==> src/rtl/seg_display_hub_pkg.sv <==
// seg_display_hub_pkg: FSM states, segment code table and sizing helper shared by the display hub
package seg_display_hub_pkg;

    typedef enum logic [1:0] {S_IDLE, S_CONV, S_COMMIT} state_e;

    localparam logic [6:0] SEG_BLANK = 7'h7F;

    // active-low, bit0=a .. bit6=g; glyphs 0-9, A, b, C, d, E, F
    localparam logic [6:0] SEG_CODES [16] = '{
        7'h40, 7'h79, 7'h24, 7'h30, 7'h19, 7'h12, 7'h02, 7'h78,
        7'h00, 7'h10, 7'h08, 7'h03, 7'h46, 7'h21, 7'h06, 7'h0E
    };

    function automatic int max2(input int a, input int b);
        return a > b ? a : b;
    endfunction

endpackage

==> src/rtl/seg_display_hub_seg7_encode.sv <==
// seg7_encode: one digit nibble plus blank flag to an active-low seven-segment code
module seg7_encode
    import seg_display_hub_pkg::*;
(
    input  logic [3:0] digit_i,
    input  logic       blank_i,
    output logic [6:0] seg_o
);

    assign seg_o = blank_i ? SEG_BLANK : SEG_CODES[digit_i];

endmodule

==> src/rtl/seg_display_hub.sv <==
// seg_display_hub: hex/decimal seven-segment driver with serial double-dabble and a one-deep pending load
module seg_display_hub
    import seg_display_hub_pkg::*;
#(
    parameter int DATA_WIDTH = 32,
    parameter int NUM_DIGITS = 8
) (
    input  logic                    clock,
    input  logic                    resetn,
    input  logic [DATA_WIDTH-1:0]   value_in,
    input  logic                    mode_dec,
    input  logic                    blank_lz,
    input  logic                    load,
    output logic                    busy,
    output logic                    done,
    output logic                    overflow,
    output logic [7*NUM_DIGITS-1:0] segs
);

    localparam int BCD_DIGITS = (DATA_WIDTH * 3) / 10 + 1;
    localparam int SCR_DIGITS = max2(BCD_DIGITS, NUM_DIGITS);
    localparam int SW         = 4 * SCR_DIGITS;
    localparam int CW         = $clog2(DATA_WIDTH + 1);

    state_e                  state_q;
    logic [DATA_WIDTH-1:0]   sh_q;
    logic [SW-1:0]           scr_q, adj, scr_d;
    logic [CW-1:0]           cnt_q;
    logic                    blz_q;
    logic                    pend_v_q, pend_dec_q, pend_blz_q;
    logic [DATA_WIDTH-1:0]   pend_val_q;
    logic [7*NUM_DIGITS-1:0] segs_q, code;
    logic                    done_q, ovf_q;
    logic [SCR_DIGITS-1:0]   nz;
    logic [NUM_DIGITS-1:0]   blank;
    logic                    ovf;
    logic                    start_v, st_dec, st_blz;
    logic [DATA_WIDTH-1:0]   st_val;

    // a waiting pending request beats a load arriving in the same idle cycle
    assign start_v = pend_v_q | load;
    assign st_val  = pend_v_q ? pend_val_q : value_in;
    assign st_dec  = pend_v_q ? pend_dec_q : mode_dec;
    assign st_blz  = pend_v_q ? pend_blz_q : blank_lz;

    for (genvar i = 0; i < SCR_DIGITS; i++) begin : g_scr
        assign nz[i] = |scr_q[4*i +: 4];
        assign adj[4*i +: 4] = scr_q[4*i +: 4] >= 4'd5 ? scr_q[4*i +: 4] + 4'd3 : scr_q[4*i +: 4];
    end

    assign scr_d = SW'({adj, sh_q[DATA_WIDTH-1]});
    assign ovf   = |(nz >> NUM_DIGITS);

    // digit 0 is never blanked so a zero value still reads "0"
    for (genvar i = 0; i < NUM_DIGITS; i++) begin : g_enc
        assign blank[i] = blz_q & (i != 0) & ~|nz[SCR_DIGITS-1:i];
        seg7_encode u_enc (
            .digit_i (scr_q[4*i +: 4]),
            .blank_i (blank[i]),
            .seg_o   (code[7*i +: 7])
        );
    end

    always_ff @(posedge clock or negedge resetn) begin
        if (!resetn) begin
            state_q    <= S_IDLE;
            sh_q       <= '0;
            scr_q      <= '0;
            cnt_q      <= '0;
            blz_q      <= 1'b0;
            pend_v_q   <= 1'b0;
            pend_dec_q <= 1'b0;
            pend_blz_q <= 1'b0;
            pend_val_q <= '0;
            segs_q     <= '1;
            done_q     <= 1'b0;
            ovf_q      <= 1'b0;
        end else begin
            done_q <= 1'b0;
            if (load && (state_q != S_IDLE || pend_v_q)) begin
                pend_v_q   <= 1'b1;
                pend_val_q <= value_in;
                pend_dec_q <= mode_dec;
                pend_blz_q <= blank_lz;
            end else if (state_q == S_IDLE) begin
                pend_v_q <= 1'b0;
            end
            case (state_q)
                S_IDLE: if (start_v) begin
                    scr_q   <= st_dec ? '0 : SW'(st_val);
                    sh_q    <= st_val;
                    cnt_q   <= CW'(DATA_WIDTH);
                    blz_q   <= st_blz;
                    state_q <= st_dec ? S_CONV : S_COMMIT;
                end
                S_CONV: begin
                    scr_q   <= scr_d;
                    sh_q    <= sh_q << 1;
                    cnt_q   <= cnt_q - CW'(1);
                    state_q <= cnt_q == CW'(1) ? S_COMMIT : S_CONV;
                end
                S_COMMIT: begin
                    segs_q  <= code;
                    ovf_q   <= ovf;
                    done_q  <= 1'b1;
                    state_q <= S_IDLE;
                end
                default: state_q <= S_IDLE;
            endcase
        end
    end

    assign busy     = state_q != S_IDLE;
    assign done     = done_q;
    assign overflow = ovf_q;
    assign segs     = segs_q;

endmodule

==> config.mk <==
export PLATFORM = sky130hd
export DESIGN_NAME = seg_display_hub
export DESIGN_NICKNAME = d
export VERILOG_FILES = /design/src/rtl/seg_display_hub_pkg.sv /design/src/rtl/seg_display_hub_seg7_encode.sv /design/src/rtl/seg_display_hub.sv
export SDC_FILE = /design/constraint.sdc
export NUM_CORES = 1
export LEC_CHECK = 0
export BUFFER_PORTS_ARGS = -buffer_cell sky130_fd_sc_hd__buf_2
export CORE_UTILIZATION = 60
export DETAILED_ROUTE_END_ITERATION = 10
export PLACE_DENSITY = 0.88
export SKIP_CTS_REPAIR_TIMING = 1
export SYNTH_ARGS = -nofsm -noshare
export SYNTH_HDL_FRONTEND = slang
export SYNTH_SLANG_ARGS = --single-unit
==> constraint.sdc <==
create_clock -name clock -period 3.9 [get_ports clock]
set_input_delay 0.975 -clock clock [delete_from_list [all_inputs] [get_ports clock]]
set_output_delay 0.975 -clock clock [all_outputs]
set_load 0.05 [all_outputs]
Yosys cells after proc, flatten, opt, wreduce, memory -nomap -nowiden
Memory sizes are Yosys's and may differ from the RTL's. A register that Yosys moved wholly into a read port is not among the register bits.
Cells that the tools add are included.
{"block": "classes", "addsub": 11, "order_cmp": 18, "eq_ne": 4, "muxes": 50, "bitwise_logic": 16, "reduce_logical": 24}
{"op": "7-bit two-way mux", "n": 23}
{"op": "32-bit two-way mux", "n": 3}
{"op": "40-bit one-hot mux with 2 select lines", "n": 1}
{"op": "32-bit one-hot mux with 2 select lines", "n": 1}
{"op": "4-bit by 3-bit greater-or-equal comparator with 1-bit output, second input constant", "n": 10}
{"op": "5-bit greater-or-equal comparator, second input constant", "n": 8}
{"op": "40-bit two-way mux", "n": 1}
{"op": "4-bit inverter with 5-bit output", "n": 8}
{"op": "4-bit by 2-bit adder with 4-bit output, second input constant", "n": 9}
{"op": "4-bit two-way mux", "n": 9}
{"op": "36-bit OR reduction", "n": 1}
{"op": "32-bit OR reduction", "n": 1}
{"op": "28-bit OR reduction", "n": 1}
{"op": "24-bit OR reduction", "n": 1}
{"op": "20-bit OR reduction", "n": 1}
{"op": "16-bit OR reduction", "n": 1}
{"op": "6-bit one-hot mux with 2 select lines", "n": 1}
{"op": "12-bit OR reduction", "n": 1}
{"op": "1-bit zero test", "n": 8}
{"op": "8-bit OR reduction", "n": 1}
{"op": "1-bit bitwise AND", "n": 7}
{"op": "6-bit by 1-bit equality test with 1-bit output, second input constant", "n": 1}
{"op": "2-bit two-way mux", "n": 3}
{"op": "6-bit two-way mux", "n": 1}
{"op": "other kinds (14)", "n": 21}
{"block": "word_totals", "regBits": 174, "rom_bits": 896, "output_inout_bits": 59, "wordCells": 143, "memories": 8}
{"name": "(no name shown)", "depth": 16, "word_bits": 7, "read_ports": 1, "rd_ports_with_merged_regs": 0, "write_ports": 0, "line": "seg_display_hub_seg7_encode.sv:10", "source": "assign seg_o = blank_i ? SEG_BLANK : SEG_CODES[digit_i];"}
{"name": "(no name shown)", "depth": 16, "word_bits": 7, "read_ports": 1, "rd_ports_with_merged_regs": 1, "write_ports": 0, "line": "seg_display_hub_seg7_encode.sv:10"}
{"name": "(no name shown)", "depth": 16, "word_bits": 7, "read_ports": 1, "rd_ports_with_merged_regs": 0, "write_ports": 0, "line": "seg_display_hub_seg7_encode.sv:10"}
{"name": "(no name shown)", "depth": 16, "word_bits": 7, "read_ports": 1, "rd_ports_with_merged_regs": 0, "write_ports": 0, "line": "seg_display_hub_seg7_encode.sv:10"}
{"name": "(no name shown)", "depth": 16, "word_bits": 7, "read_ports": 1, "rd_ports_with_merged_regs": 0, "write_ports": 0, "line": "seg_display_hub_seg7_encode.sv:10"}
{"name": "(no name shown)", "depth": 16, "word_bits": 7, "read_ports": 1, "rd_ports_with_merged_regs": 0, "write_ports": 0, "line": "seg_display_hub_seg7_encode.sv:10"}
{"name": "2 more memories"}

Depth between registers and ports, before layout
{"block": "logic_depth", "depth_word": 5, "depth_mapped": 8, "ltp_nobuf": 6}

By module
Synthesis repeated with hierarchy kept, for this count alone.
{"block": "hier_totals", "hier_cells": 976, "hier_area_um2": 10924.2}
{"mod": "seg_display_hub", "instances": 1, "cells_per_inst": 696, "area_each_um2": 8535.7, "seq_area_each_um2": 4424.2}
{"mod": "seg7_encode (g_enc[0].u_enc ...)", "instances": 7, "cells_per_inst": 35, "area_each_um2": 299.0, "seq_area_each_um2": 0.0}
{"mod": "seg7_encode (g_enc[2].u_enc)", "instances": 1, "cells_per_inst": 35, "area_each_um2": 295.3, "seq_area_each_um2": 0.0}

Least setup slack after synthesis
No wires, ideal clock.
{"block": "synth_path", "path_type": "input-to-reg", "start": "input port load", "end": "register scr_q[3]", "arrival_time_ns": 2.155, "t_required_ns": 3.781, "path_slack_ns": 1.626, "path_stages": 6, "path_buffers": 2, "cell_sequence": "buf_2 -> nor3_1 -> buf_2 -> nor3_1 -> o32ai_1 -> o21a_1"}
{"block": "synth_between", "elab_chain_len": 3}
{"element": "start, declared", "line": "seg_display_hub.sv:13", "source": "input logic load,"}
{"element": "1-bit bitwise OR", "line": "seg_display_hub.sv:41", "source": "assign start_v = pend_v_q | load;"}
{"element": "2-bit inequality test (no line)"}
{"element": "2-bit AND reduction (no line)"}
{"element": "end signal, assigned", "line": "seg_display_hub.sv:90", "source": "scr_q <= st_dec ? '0 : SW'(st_val);"}
{"element": "end signal, assigned", "line": "seg_display_hub.sv:97", "source": "scr_q <= scr_d;"}
{"element": "end, declared", "line": "seg_display_hub.sv:27", "source": "logic [SW-1:0] scr_q, adj, scr_d;"}
Every way passes these cells.
A chain may end at the register's enable or synchronous reset.

Worst setup path in the final report
{"block": "layout_path", "start": "register state_q[1]", "end": "output port busy"}
{"block": "layout_between", "elab_chain_len": 1}
{"element": "start, declared", "line": "seg_display_hub.sv:25", "source": "state_e state_q;"}
{"element": "start signal, assigned", "line": "seg_display_hub.sv:94", "source": "state_q <= st_dec ? S_CONV : S_COMMIT;"}
{"element": "start signal, assigned", "line": "seg_display_hub.sv:100", "source": "state_q <= cnt_q == CW'(1) ? S_COMMIT : S_CONV;"}
{"element": "2-bit nonzero test", "line": "seg_display_hub.sv:113", "source": "assign busy = state_q != S_IDLE;"}
{"element": "end, declared", "line": "seg_display_hub.sv:14", "source": "output logic busy,"}
Every way passes these cells.

==> flow_metrics.env <==
export IMPL_postSynthAreaPerCell_sq_um=9.51
export IMPL_worstMarginPinSlew_ns=0.990
export IMPL_hold_viol=0
export IMPL_drc=0
export IMPL_ant_nets=0
export IMPL_rr_startpoint="pend_v_q"
export IMPL_slew_headroom_pct=33.8
export IMPL_yosysWarningCount=0
export IMPL_ys_ff_latch=174
export IMPL_reg2reg_to="scr_q[0]"
export IMPL_diodes=0
export IMPL_grt_max_degree=100
export IMPL_synthDistinctLibCells=68
export IMPL_worstPathMaxFanout=18
export IMPL_synthArstFlopShare_pct=100
export IMPL_portBuffers=95
export IMPL_drtPass1Iterations=6
export IMPL_ios=96
export IMPL_grt_pass1_wl_mm=40.1
export IMPL_initial_core_util_pct=61.4
export IMPL_slew_viol_final=0
export IMPL_drive_gt1_share_pct=24.4
export IMPL_post_dp_cell_area_sq_mm=0.0107
export IMPL_insertion_delay_ns=0.43
export IMPL_hpwl_mm=16.0
export IMPL_status="finished, final reports clean"
export IMPL_finalSetupTns_ns=0
export IMPL_yosysTopAreaCellShare_pct=29.1
export IMPL_cts_tree="built"
export IMPL_cp_end_kind="output pin"
export IMPL_skew_ns=0.0101
export IMPL_preCtsSetupSlack_ns=1.05
export IMPL_drtIter0Drc=874
export IMPL_clock_sinks=174
export IMPL_cpMaxStageDelayCell="dfrtp_1"
export IMPL_core_area_sq_mm=0.0165
export IMPL_utilization_pct=68.4
export IMPL_num_vias=8406
export IMPL_area_growth_pct=11.4
export IMPL_rsz0062_at_grt="false"
export IMPL_synth_area_leaders="dfrtp_1 29%, dfstp_2 15%, ha_1 7.0%"
export IMPL_yosysSeqAreaShare_pct=43.6
export IMPL_die_x_um=132
export IMPL_ys_flop_type="dfrtp_1"
export IMPL_crit_required_ns=2.92
export IMPL_reg2reg_setup_slack_ns=1.12
export IMPL_period_needed_ns=3.10
export IMPL_antenna_found_initial=0
export IMPL_design_area_sq_mm=0.0113
export IMPL_wl_per_cell_um=18.1
export IMPL_row_count=47
export IMPL_ctsHtreeMaxLevel=4
export IMPL_gp_congestion=0.844
export IMPL_clk_pin_slew_worst_paths_ns=0.06
export IMPL_hold_depth=2
export IMPL_synth_area_sq_mm=0.0101
export IMPL_final_common_cell="dfrtp_1"
export IMPL_fmax_ghz=0.322
export IMPL_critPathMaxStageDelay_ns=0.75
export IMPL_vias_per_cell=6.27
export IMPL_fin_nets=1203
export IMPL_cts_buffers=17
export IMPL_dieArea_sq_mm=0.0174
export IMPL_setup_slack_ns=0.799
export IMPL_grt_ovfl_total=0
export IMPL_cap_viol_max_count=0
export IMPL_final_setup_viol_count=0
export IMPL_drt_wl_total_mm=24.3
export IMPL_clockRootBuffer="clkbuf_16"
export IMPL_worstRegToRegCells=6
export IMPL_worstSetupStartpointType="register"
export IMPL_synth_edf_count=0
export IMPL_clk_path_buf_depth=2
export IMPL_synth_top_area_cell="dfrtp_1"
export IMPL_period_share_pct=79.5
export IMPL_syn_nets=1160
export IMPL_cp_cell_sequence="nor2_1 > inv_1 > buf_2"
export IMPL_crit_arrival_ns=2.13
export IMPL_worstHoldEndpoint="segs[3]"
export IMPL_die_h_um=132
export IMPL_grt_util_all_layers_pct=29.0
export IMPL_hp_start="segs[3]"
export IMPL_criticalPathCategory="register to output pin"
export IMPL_hold_path_class="register to register"
export IMPL_grt_pass1_vias=8066
export IMPL_synthCells=1066
export IMPL_final_cell_mix="117 x dfrtp_1, 104 x a21oi_1, 103 x nor2_1"
## synthesized netlist by cell type (15+ instances only)
cell type	instances
nand2_1	78
dfstp_2	56
a31oi_1	44
mux2i_1	26
nand3_1	19
o21ai_0	75
nor2_1	104
nand2b_1	17
ha_1	57
nor3_1	20
a21oi_1	104
dfrtp_1	118
a32oi_1	15
buf_2	17
mux2_2	59
inv_1	40
clkbuf_1	62
## flip-flops by register name (all words and copies together) (netlist names), 2 cells and up
signal	cells
state_q	2
segs	56
pend_val_q	32
cnt_q	6
scr_q	40
sh_q	32
## worst max path at each step
stage	startpoint	end	slack, ns
2_1_floorplan	load	scr_q[3]	1.63
3_3_place_gp	load	scr_q[0]	1.09
3_5_place_dp	load	sh_q[28]	1.05
4_1_cts	state_q[1]	busy	0.83
5_1_grt	state_q[1]	busy	0.69
6_report	state_q[1]	busy	0.80
## through the flow
step | hold slack, ns | std cells
final | 0.454 | 1341
after floorplan | 0.449 | 1066
after global routing | 0.488 | 1341
after global placement | 0.449 | 1310
after CTS | 0.459 | 1341
after detailed placement | 0.449 | 1310
## worst max-delay path, delay by kind of cell, from the launching register on
family,cells,cell delay (ns)
and+or+nand+nor,1,0.24
buffers and inverters,2,0.70
DFF,1,0.75
## cell type report
class / instances / area, sq um
clock buffers: 21 / 450
clock inverters: 10 / 164
fillers: 1212 / 5230
inverters: 42 / 158
multi-input cells: 766 / 5240
flip-flops and latches: 174 / 4430
well taps: 220 / 275
repair buffers: 108 / 592
## routing by layer
layer	vias to the layer above	track usage [%]	part of all wire, %
li1	3914	-	-
met1	4122	38.4	43
met2	315	46.1	47
met3	55	5.27	6.1
met4	0	14.0	3.4
met5	-	0	0
## cell families (layout without fill, tap and decap cells)
kind of cell	Yosys count	in the layout	share of synthesized area (%)
xor+xnor	12	12	1.04
compound gates	319	319	19.4
buf+inv	126	181	5.02
fa+ha+maj	58	58	7.13
flops	174	174	43.6
simple gates	286	286	13.5
mux	91	91	10.3
Power is left out: the tool's default activity adds up to more than one toggle a clock period on the data nets, which glitch-free logic cannot reach.
